$ cat config.mk
export PLATFORM = sky130hd
export DESIGN_NAME = tape_meter
export DESIGN_NICKNAME = d
export VERILOG_FILES = /design/src/rtl/tape_meter_pkg.sv /design/src/rtl/tape_env.sv /design/src/rtl/tape_meter.sv
export SDC_FILE = /design/constraint.sdc
export NUM_CORES = 1
export LEC_CHECK = 0
export CAP_MARGIN = 25
export CELL_PAD_IN_SITES_DETAIL_PLACEMENT = 2
export CELL_PAD_IN_SITES_GLOBAL_PLACEMENT = 2
export CORE_UTILIZATION = 29
export DETAILED_ROUTE_END_ITERATION = 16
export GPL_ROUTABILITY_DRIVEN = 0
export PLACE_DENSITY_LB_ADDON = 0.1
export SLEW_MARGIN = 40
export SYNTH_ARGS = -nofsm -noshare
export SYNTH_HDL_FRONTEND = slang
export SYNTH_SLANG_ARGS = --single-unit
$ cat constraint.sdc
create_clock -name i_clk -period 4.1 [get_ports i_clk]
set_input_delay 0.41 -clock i_clk [delete_from_list [all_inputs] [get_ports i_clk]]
set_output_delay 0.41 -clock i_clk [all_outputs]
set_load 0.005 [all_outputs]
$ cat src/rtl/tape_meter_pkg.sv
// Shared types and constants for the cassette level/position meter.
// Optional peak hold is enabled by defining TAPE_METER_HOLD_EN.
package tape_meter_pkg;

  localparam int         POS_W   = 25;
  localparam logic [7:0] SILENCE = 8'h80;

  typedef enum logic [1:0] {
    S_EMPTY  = 2'd0,
    S_ACTIVE = 2'd1,
    S_HIDDEN = 2'd2
  } state_e;

  // Full-wave rectify an offset-binary sample and scale it to 0..254.
  function automatic logic [7:0] rectify(input logic [7:0] s);
    logic [6:0] mag;
    if (s >= SILENCE) mag = 7'(s - SILENCE);
    else              mag = 7'(8'h7F - s);
    return {mag, 1'b0};
  endfunction

endpackage

$ cat src/rtl/tape_env.sv
// Rectify + peak envelope pipeline. Stage 1 registers the rectified level,
// stage 2 applies attack / hold / decay, so env moves two cycles after a strobe.
// Peak hold exists only when TAPE_METER_HOLD_EN is defined.
module tape_env
  import tape_meter_pkg::*;
#(
  parameter logic [7:0] DECAY_STEP = 8'd4
`ifdef TAPE_METER_HOLD_EN
  , parameter logic [7:0] HOLD_TICKS = 8'd20
`endif
) (
  input  logic       i_clk,
  input  logic       reset,
  input  logic       sample_stb,
  input  logic [7:0] sample,
  input  logic       tick,
  input  logic       clr,
  output logic [7:0] env
);

  logic [7:0] lvl_q, lvl_d;
  logic       vld_q, vld_d;
  logic [7:0] env_q, env_d;
  logic       attack;
`ifdef TAPE_METER_HOLD_EN
  logic [7:0] hold_q, hold_d;
`endif

  // Stage 1: capture the rectified level whenever a sample is qualified.
  always_comb begin
    // NOTE: every always_comb output gets a default first so no path infers a latch.
    lvl_d = lvl_q;
    vld_d = sample_stb;
    if (sample_stb) lvl_d = rectify(sample);
  end

  // Stage 2: attack beats a same-cycle tick; a load clears everything.
  always_comb begin
    env_d  = env_q;
`ifdef TAPE_METER_HOLD_EN
    hold_d = hold_q;
`endif
    attack = vld_q && (lvl_q > env_q);
    if (clr) begin
      env_d  = 8'd0;
`ifdef TAPE_METER_HOLD_EN
      hold_d = 8'd0;
`endif
    end else if (attack) begin
      env_d  = lvl_q;
`ifdef TAPE_METER_HOLD_EN
      hold_d = HOLD_TICKS;
`endif
    end else if (tick) begin
`ifdef TAPE_METER_HOLD_EN
      if (hold_q != 8'd0) hold_d = hold_q - 8'd1;
      else env_d = (env_q >= DECAY_STEP) ? env_q - DECAY_STEP : 8'd0;
`else
      env_d = (env_q >= DECAY_STEP) ? env_q - DECAY_STEP : 8'd0;
`endif
    end
  end

  // Pipeline and envelope registers; reset also drops an in-flight sample.
  always_ff @(posedge i_clk) begin
    // NOTE: sequential state uses non-blocking assignments only; reset is synchronous.
    if (reset) begin
      lvl_q  <= 8'd0;
      vld_q  <= 1'b0;
      env_q  <= 8'd0;
`ifdef TAPE_METER_HOLD_EN
      hold_q <= 8'd0;
`endif
    end else begin
      lvl_q  <= lvl_d;
      vld_q  <= vld_d;
      env_q  <= env_d;
`ifdef TAPE_METER_HOLD_EN
      hold_q <= hold_d;
`endif
    end
  end

  assign env = env_q;

endmodule

$ cat src/rtl/tape_meter.sv
// Cassette OSD feeder: envelope level, byte position against file size, and
// overlay visibility with an idle timeout. Define TAPE_METER_HOLD_EN for peak hold.
module tape_meter
  import tape_meter_pkg::*;
#(
  parameter logic [7:0]  DECAY_STEP = 8'd4,
  parameter logic [11:0] IDLE_TICKS = 12'd2000
`ifdef TAPE_METER_HOLD_EN
  , parameter logic [7:0] HOLD_TICKS = 8'd20
`endif
) (
  input  logic             i_clk,
  input  logic             reset,
  input  logic             tick,
  input  logic             sample_stb,
  input  logic [7:0]       sample,
  input  logic             file_load,
  input  logic [POS_W-1:0] file_size,
  input  logic             byte_stb,
  input  logic [POS_W-1:0] byte_addr,
  output logic [7:0]       tape_data,
  output logic [POS_W-1:0] pos,
  output logic [POS_W-1:0] max,
  output logic             ena
);

  state_e           state_q, state_d;
  logic [11:0]      idle_q, idle_d;
  logic             ena_q, ena_d;
  logic [POS_W-1:0] pos_q, pos_d;
  logic [POS_W-1:0] max_q, max_d;
  logic [POS_W:0]   next_pos;

  tape_env #(
    .DECAY_STEP (DECAY_STEP)
`ifdef TAPE_METER_HOLD_EN
    , .HOLD_TICKS (HOLD_TICKS)
`endif
  ) u_env (
    .i_clk      (i_clk),
    .reset      (reset),
    .sample_stb (sample_stb),
    .sample     (sample),
    .tick       (tick),
    .clr        (file_load),
    .env        (tape_data)
  );

  // Position: one past the consumed byte, clamped to the file size, with a
  // wide sum so the top address cannot wrap back to zero.
  always_comb begin
    pos_d    = pos_q;
    max_d    = max_q;
    next_pos = {1'b0, byte_addr} + {{POS_W{1'b0}}, 1'b1};
    if (file_load) begin
      max_d = file_size;
      pos_d = '0;
    end else if (byte_stb && (max_q != '0)) begin
      pos_d = (next_pos > {1'b0, max_q}) ? max_q : next_pos[POS_W-1:0];
    end
  end

  // Overlay FSM next state: a load overrides everything, a byte reload beats a tick.
  always_comb begin
    state_d = state_q;
    idle_d  = idle_q;
    if (file_load) begin
      if (file_size != '0) begin
        state_d = S_ACTIVE;
        idle_d  = IDLE_TICKS;
      end else begin
        state_d = S_EMPTY;
        idle_d  = 12'd0;
      end
    end else begin
      unique case (state_q)
        S_EMPTY: ;
        S_ACTIVE: begin
          if (byte_stb) begin
            idle_d = IDLE_TICKS;
          end else if (tick) begin
            if (idle_q <= 12'd1) begin
              state_d = S_HIDDEN;
              idle_d  = 12'd0;
            end else begin
              idle_d = idle_q - 12'd1;
            end
          end
        end
        S_HIDDEN: begin
          if (byte_stb) begin
            state_d = S_ACTIVE;
            idle_d  = IDLE_TICKS;
          end
        end
        default: state_d = S_EMPTY;
      endcase
    end
    ena_d = (state_d == S_ACTIVE);
  end

  // State, counters and registered outputs.
  always_ff @(posedge i_clk) begin
    if (reset) begin
      state_q <= S_EMPTY;
      idle_q  <= 12'd0;
      ena_q   <= 1'b0;
      pos_q   <= '0;
      max_q   <= '0;
    end else begin
      state_q <= state_d;
      idle_q  <= idle_d;
      ena_q   <= ena_d;
      pos_q   <= pos_d;
      max_q   <= max_d;
    end
  end

  assign pos = pos_q;
  assign max = max_q;
  assign ena = ena_q;

endmodule

Yosys cells after proc, flatten, opt, wreduce, memory -nomap -nowiden
Cells that the tools add are included.
{ "totals": {"wordCells": 51, "regBits": 81, "inputBits": 64, "out_inout_bits": 59} }
{ "op_classes": {"addsub": 5, "n_lt_le_gt_ge": 5, "n_mux": 19, "n_reduce_logical": 9, "eq_ne": 5} }
{ "op_table": {"columns": ["cell", "n"], "rows": [
  ["2-to-1 mux 12 bit", 5],
  ["nonzero test 25 bit", 2],
  ["adder 25 x 1 -> 26 bit (second input constant)", 1],
  ["> comparator 26 x 25 -> 1 bit", 1],
  ["2-to-1 mux 25 bit", 1],
  ["2-to-1 mux 8 bit", 3],
  ["one-hot mux 12 bit (2 select lines)", 1],
  ["less-or-equal comparator 12 x 1 -> 1 bit (second input constant)", 1],
  ["subtractor 12 x 1 -> 12 bit (second input constant)", 1],
  ["2-to-1 mux 11 bit", 1],
  ["2-to-1 mux 2 bit", 5],
  [">= comparator 8 x 3 -> 1 bit (second input constant)", 1],
  [">= comparator 8 bit (second input constant)", 1],
  ["> comparator 8 bit", 1],
  ["subtractor 8 x 3 -> 8 bit (second input constant)", 1],
  ["2-to-1 mux 7 bit", 1],
  ["subtractor 7 x 1 -> 7 bit (second input constant)", 1],
  ["subtractor 7 bit (first input constant)", 1],
  ["one-hot mux 2 bit (3 select lines)", 1],
  ["equality test 2 x 1 -> 1 bit (second input constant)", 2],
  ["!= test 4 bit (second input constant)", 1],
  ["!= test 3 bit (second input constant)", 1],
  ["AND reduction 3 bit", 1],
  ["nonzero test 3 bit", 1],
  ["other kinds (6)", 7]
]} }

Logic depth before layout (Yosys ltp)
{ "logic_depth": {"depth_word": 7, "mapped_depth": 15, "ltp_nobuf": 14} }

Modules after synthesis
Synthesis repeated with hierarchy kept, for this count alone.
{ "unflattened": {"cells_unflattened": 589, "hier_area_um2": 4916.0} }
{ "by_module_without_submodules": {"columns": ["module", "cells_each", "n_inst", "area_each_um2", "seq_area_each_um2"], "rows": [
  ["tape_meter", 470, 1, 3873.7, 1301.2],
  ["tape_env", 119, 1, 1042.2, 300.3]
]} }

Least setup slack after synthesis
No wires, ideal clock.
{ "synth_path": {"kind": "input -> register", "startpoint": "input byte_addr[6]", "endpoint": "register pos_q[1] (netlist: pos[1])", "t_arrival_ns": 3.080, "slack_ns": 0.895, "path_buffers": 1, "setup_ns": 0.125, "cell_stages": 13, "cell_sequence": "and4_1 nand3_1 nor3_1 and3_1 xor2_1 ha_1 a21o_1 a21oi_1 or3b_2 o2111a_1 a31oi_4 clkbuf_2 o21ai_0"} }
{ "synth_between": {"elab_chain_cells": 3} }
{ "synth_rtl": {"columns": ["element", "line", "text"], "rows": [
  ["from (decl)", "tape_meter.sv:20", "input logic [POS_W-1:0] byte_addr,"],
  ["adder 25 x 1 -> 26 bit", "tape_meter.sv:54", "next_pos = {1'b0, byte_addr} + {{POS_W{1'b0}}, 1'b1};"],
  ["> comparator 26 x 25 -> 1 bit", "tape_meter.sv:59", "pos_d = (next_pos > {1'b0, max_q}) ? max_q : next_pos[POS_W-1:0];"],
  ["2-to-1 mux 25 bit", "tape_meter.sv:59", null],
  ["to (signal assigned)", "tape_meter.sv:114", "pos_q <= pos_d;"],
  ["to (decl)", "tape_meter.sv:30", "logic [POS_W-1:0] pos_q, pos_d;"]
]} }
Every way passes these cells.
A chain may end at the register's enable or synchronous reset.

Final worst setup path
{ "layout_path": {"startpoint": "input byte_addr[0]", "endpoint": "register pos_q[6] (netlist: pos[6])"} }
{ "layout_between": {"elab_chain_cells": 3} }
{ "layout_rtl": {"columns": ["element", "line"], "rows": [
  ["adder 25 x 1 -> 26 bit *", "tape_meter.sv:54"],
  ["> comparator 26 x 25 -> 1 bit", "tape_meter.sv:59"],
  ["2-to-1 mux 25 bit *", "tape_meter.sv:59"]
]} }
Every way passes the cells marked *; elsewhere a longest branch is shown, timed or not.

==> results.yml <==
timing:
  worstMarginPinSlew_ns: 0.8143
  rsz0062_at_grt: "false"
  timing.final.crit_share_pct: 91.28
  fin_ws_ns: 0.3574
  fin_setup_tns_ns: 0
  finalHoldViolations: 0
  post-route-min-period_ns: 3.743
  skew_ns: 0.008030
  slew_violations: 0
  setup_viol: 0
  slew_headroom_pct: 45.61
  max_freq_mhz: 267.2
finish:
  final_cell_mix: "clkdlybuf4s50_1 (119), dfxtp_1 (80), nor2_1 (69)"
  layout_commonest_cell: "clkdlybuf4s50_1"
  post-route-cell-area_mm2: 0.006625
  layout.nets: 798
  finish.utilization_pct: 41.11
  syn_to_final_growth_pct: 36.65
  antennaDiodeCount: 0
  fin_cells: 916
  multi_input_area_mm2: 0.002982
  regArea_mm2: 0.001602
  drive_gt1_share_pct: 5.857
  nFillCells: 1802
route:
  wl_per_cell_um: 18.74
  drc: 0
  firstDrtPassIters: 4
  wl_met1_mm: 7.642
  drtAntennaViolNets: 0
  num_vias: 4726
  totalWireLength_mm: 17.16
  top_layer: "met4"
  wl_met3_um: 414
  drt_iter0_drc: 121
  wl_met2_mm: 8.882
  vias_per_cell: 5.159
power:
  ir_drop_v: 0.0001942
  powerDensity_mw_per_mm2: 349.7
  p_leak_nw: 2.537
synth:
  synth_fp_nets: 682
  synth_cell_types: 54
  yosys.area.top_type: "dfxtp_1"
  synth_top_family_by_area: "simple AND/OR/NAND/NOR gates"
  yosys-mux-area-fraction_pct: 7.845
  synthCells: 580
  synth_compound_area_share_pct: 16.23
  avgSynthCellArea_um2: 8.359
  synth_top_area_share_pct: 33.03
  synth-simple-area-share_pct: 20.46
  synth-edff-count: 0
  synth_area_leaders: "dfxtp_1 (33%), ha_1 (9.8%), mux2i_1 (7.8%)"
  synth_xor_area_share_pct: 6.865
  ys_seq_area_share_pct: 33.03
  yosys_warnings: 0
  async_flop_share_pct: 0
  synth_seq_cells: 80
  synth-adder-area-share_pct: 9.806
  synthesis.area_mm2: 0.004848
  synth_ff_type: "dfxtp_1"
place:
  port_buffers: 121
  dpl_worst_slack_ns: -0.1453
  place_area_mm2: 0.006300
  dpl.hpwl_mm: 13.51
  dpl.cell_count: 901
die:
  initial_core_util_pct: 30.09
  fp.dieH_um: 131.3
  die-area_mm2: 0.01724
  fp-row-count: 46
  dieWidth_um: 131.3
  coreArea_mm2: 0.01612
  ios: 123
clock_tree:
  cts_buffers: 9
  clkLatencyLatePin_ns: 0.35
  root_buffer: "clkbuf_16"
  cts_tree: "yes"
  clk_pin_slew_ns: 0.06
  htree_num_levels: 3
  cts_buffer_depth: 2
  cts_sinks: 80
  postCtsHoldBufs: 0
critical_path:
  cp_slowest_cell: "clkdlybuf4s50_1"
  crit_arrival_ns: 3.97
  crit_fanout: 28
  r2r-end: "pos[6]"
  worst_r2r_path_depth: 10
  cp_cell_sequence: "clkdlybuf4s50_1 > ha_1 > nand3_1 > nor2_1 > nand2_1 > xnor2_1 > ha_1 > a21o_1 > a2111oi_1 > nand2_1 > o221ai_1 > a31oi_4 > buf_12 > a32oi_1 > o21ai_0"
  r2r_slack_ns: 1.35
  worst-path-buf-inv: 2
  slowest_delay_ns: 0.58
  cp_data_required_time_ns: 4.33
  endpoint_kind: "flop"
  cp_num_cells: 15
  r2r-start: "max[6]"
  worstSetupPathType: "primary input to flop"
  crit_path_start_kind: "primary input"
  cp_top_family: "compound AO/OA/AOI/OAI gates"
global_routing:
  antenna_found_initial: 0
  grt_max_degree: 49
  grt_usage_pct: 20.41
  grt_pass1_vias: 5167
  gr-total-overflow: 0
  grt_pass1_wl_mm: 27.66
min_path:
  min_to: "u_env.lvl_q[1]"
  hold_start: "reset"
  holdPathStages: 2
  hp-class: "primary input to flop"
outcome:
  status: "finished, final reports clean"
job:
  drv_cap: 0
-- worst reg2reg max path, cell delays in order (launching register included) --
cell and delay [ns]:
dfxtp_1 0.46, inv_1 0.08, ha_1 0.33, a21o_1 0.19, a2111oi_1 0.40, nand2_1 0.16, o221ai_1 0.32, a31oi_4 0.17
buf_12 0.19, a32oi_1 0.20, o21ai_0 0.12
-- registers in the layout (all words and copies together), names as in the netlist --
name / cells
u_env.lvl_q: 7
u_env.env: 7
pos: 25
state_q: 2
u_env.vld_q: 1
ena: 1
idle_q: 12
max: 25
-- cell families after synthesis --
group / after synthesis
other cells: 1
compound gates: 112
xor+xnor: 38
flops: 80
simple gates: 208
fa+ha+maj: 38
mux: 38
buf+inv: 65
-- worst max path at each step --
stage                            start      to
after floorplan           byte_addr[6]  pos[1]
after global placement    byte_addr[0]  pos[0]
after detailed placement  byte_addr[7]  pos[6]
after CTS                 byte_addr[7]  pos[6]
after global routing      byte_addr[0]  pos[8]
final                     byte_addr[0]  pos[6]
-- cell usage after synthesis (16+ instances only) --
cell type and instances:
a21oi_1 16, a32oi_1 25, dfxtp_1 80, ha_1 38, inv_1 39, mux2i_1 38, nand2_1 48, nand3_1 18
nor2_1 69, nor4_1 16, o21ai_0 32, xnor2_1 29
-- what timing repair did --
| action | CTS | global route |
|---|---|---|
| gates resized for setup | 0 | 2 |
| setup endpoints to repair | 0 | 17 |
| buffers inserted | 0 | 0 |
| endpoints found under the hold margin | 0 | 0 |
-- power by group --
| part | internal [W] | total (W) | switching (W) |
|---|---|---|---|
| clock network | 0.000563 | 0.000893 | 0.000330 |
| registers | 0.000827 | 0.000890 | 0.0000628 |
| logic | 0.000265 | 0.000534 | 0.000269 |
-- area by class of cell --
cell class              count  area share [%]
clock buffers              12           3.872
inverters                  39           2.210
clock inverters             3          0.9821
well taps                 216           4.079
repair buffers            131           19.68
flip-flops and latches     80           24.17
multi-input cells         435           45.00
-- layer usage --
layer  global-route usage [%]  vias to the layer above
li1                         -                     2292
met1                    24.48                     2335
met2                    37.38                       84
met3                    2.894                       15
met4                    6.072                        0
met5                        0                        -
-- stage by stage --
step | total power [W] | hold WS (ns)
floorplan | 0.001193 | 0.4597
global placement | 0.001417 | 0.4520
detailed placement | 0.001445 | 0.4657
CTS | 0.002351 | 0.4822
global route | 0.002433 | 0.4948
finish | 0.002317 | 0.4756
Power figures use the tool's default switching activity.
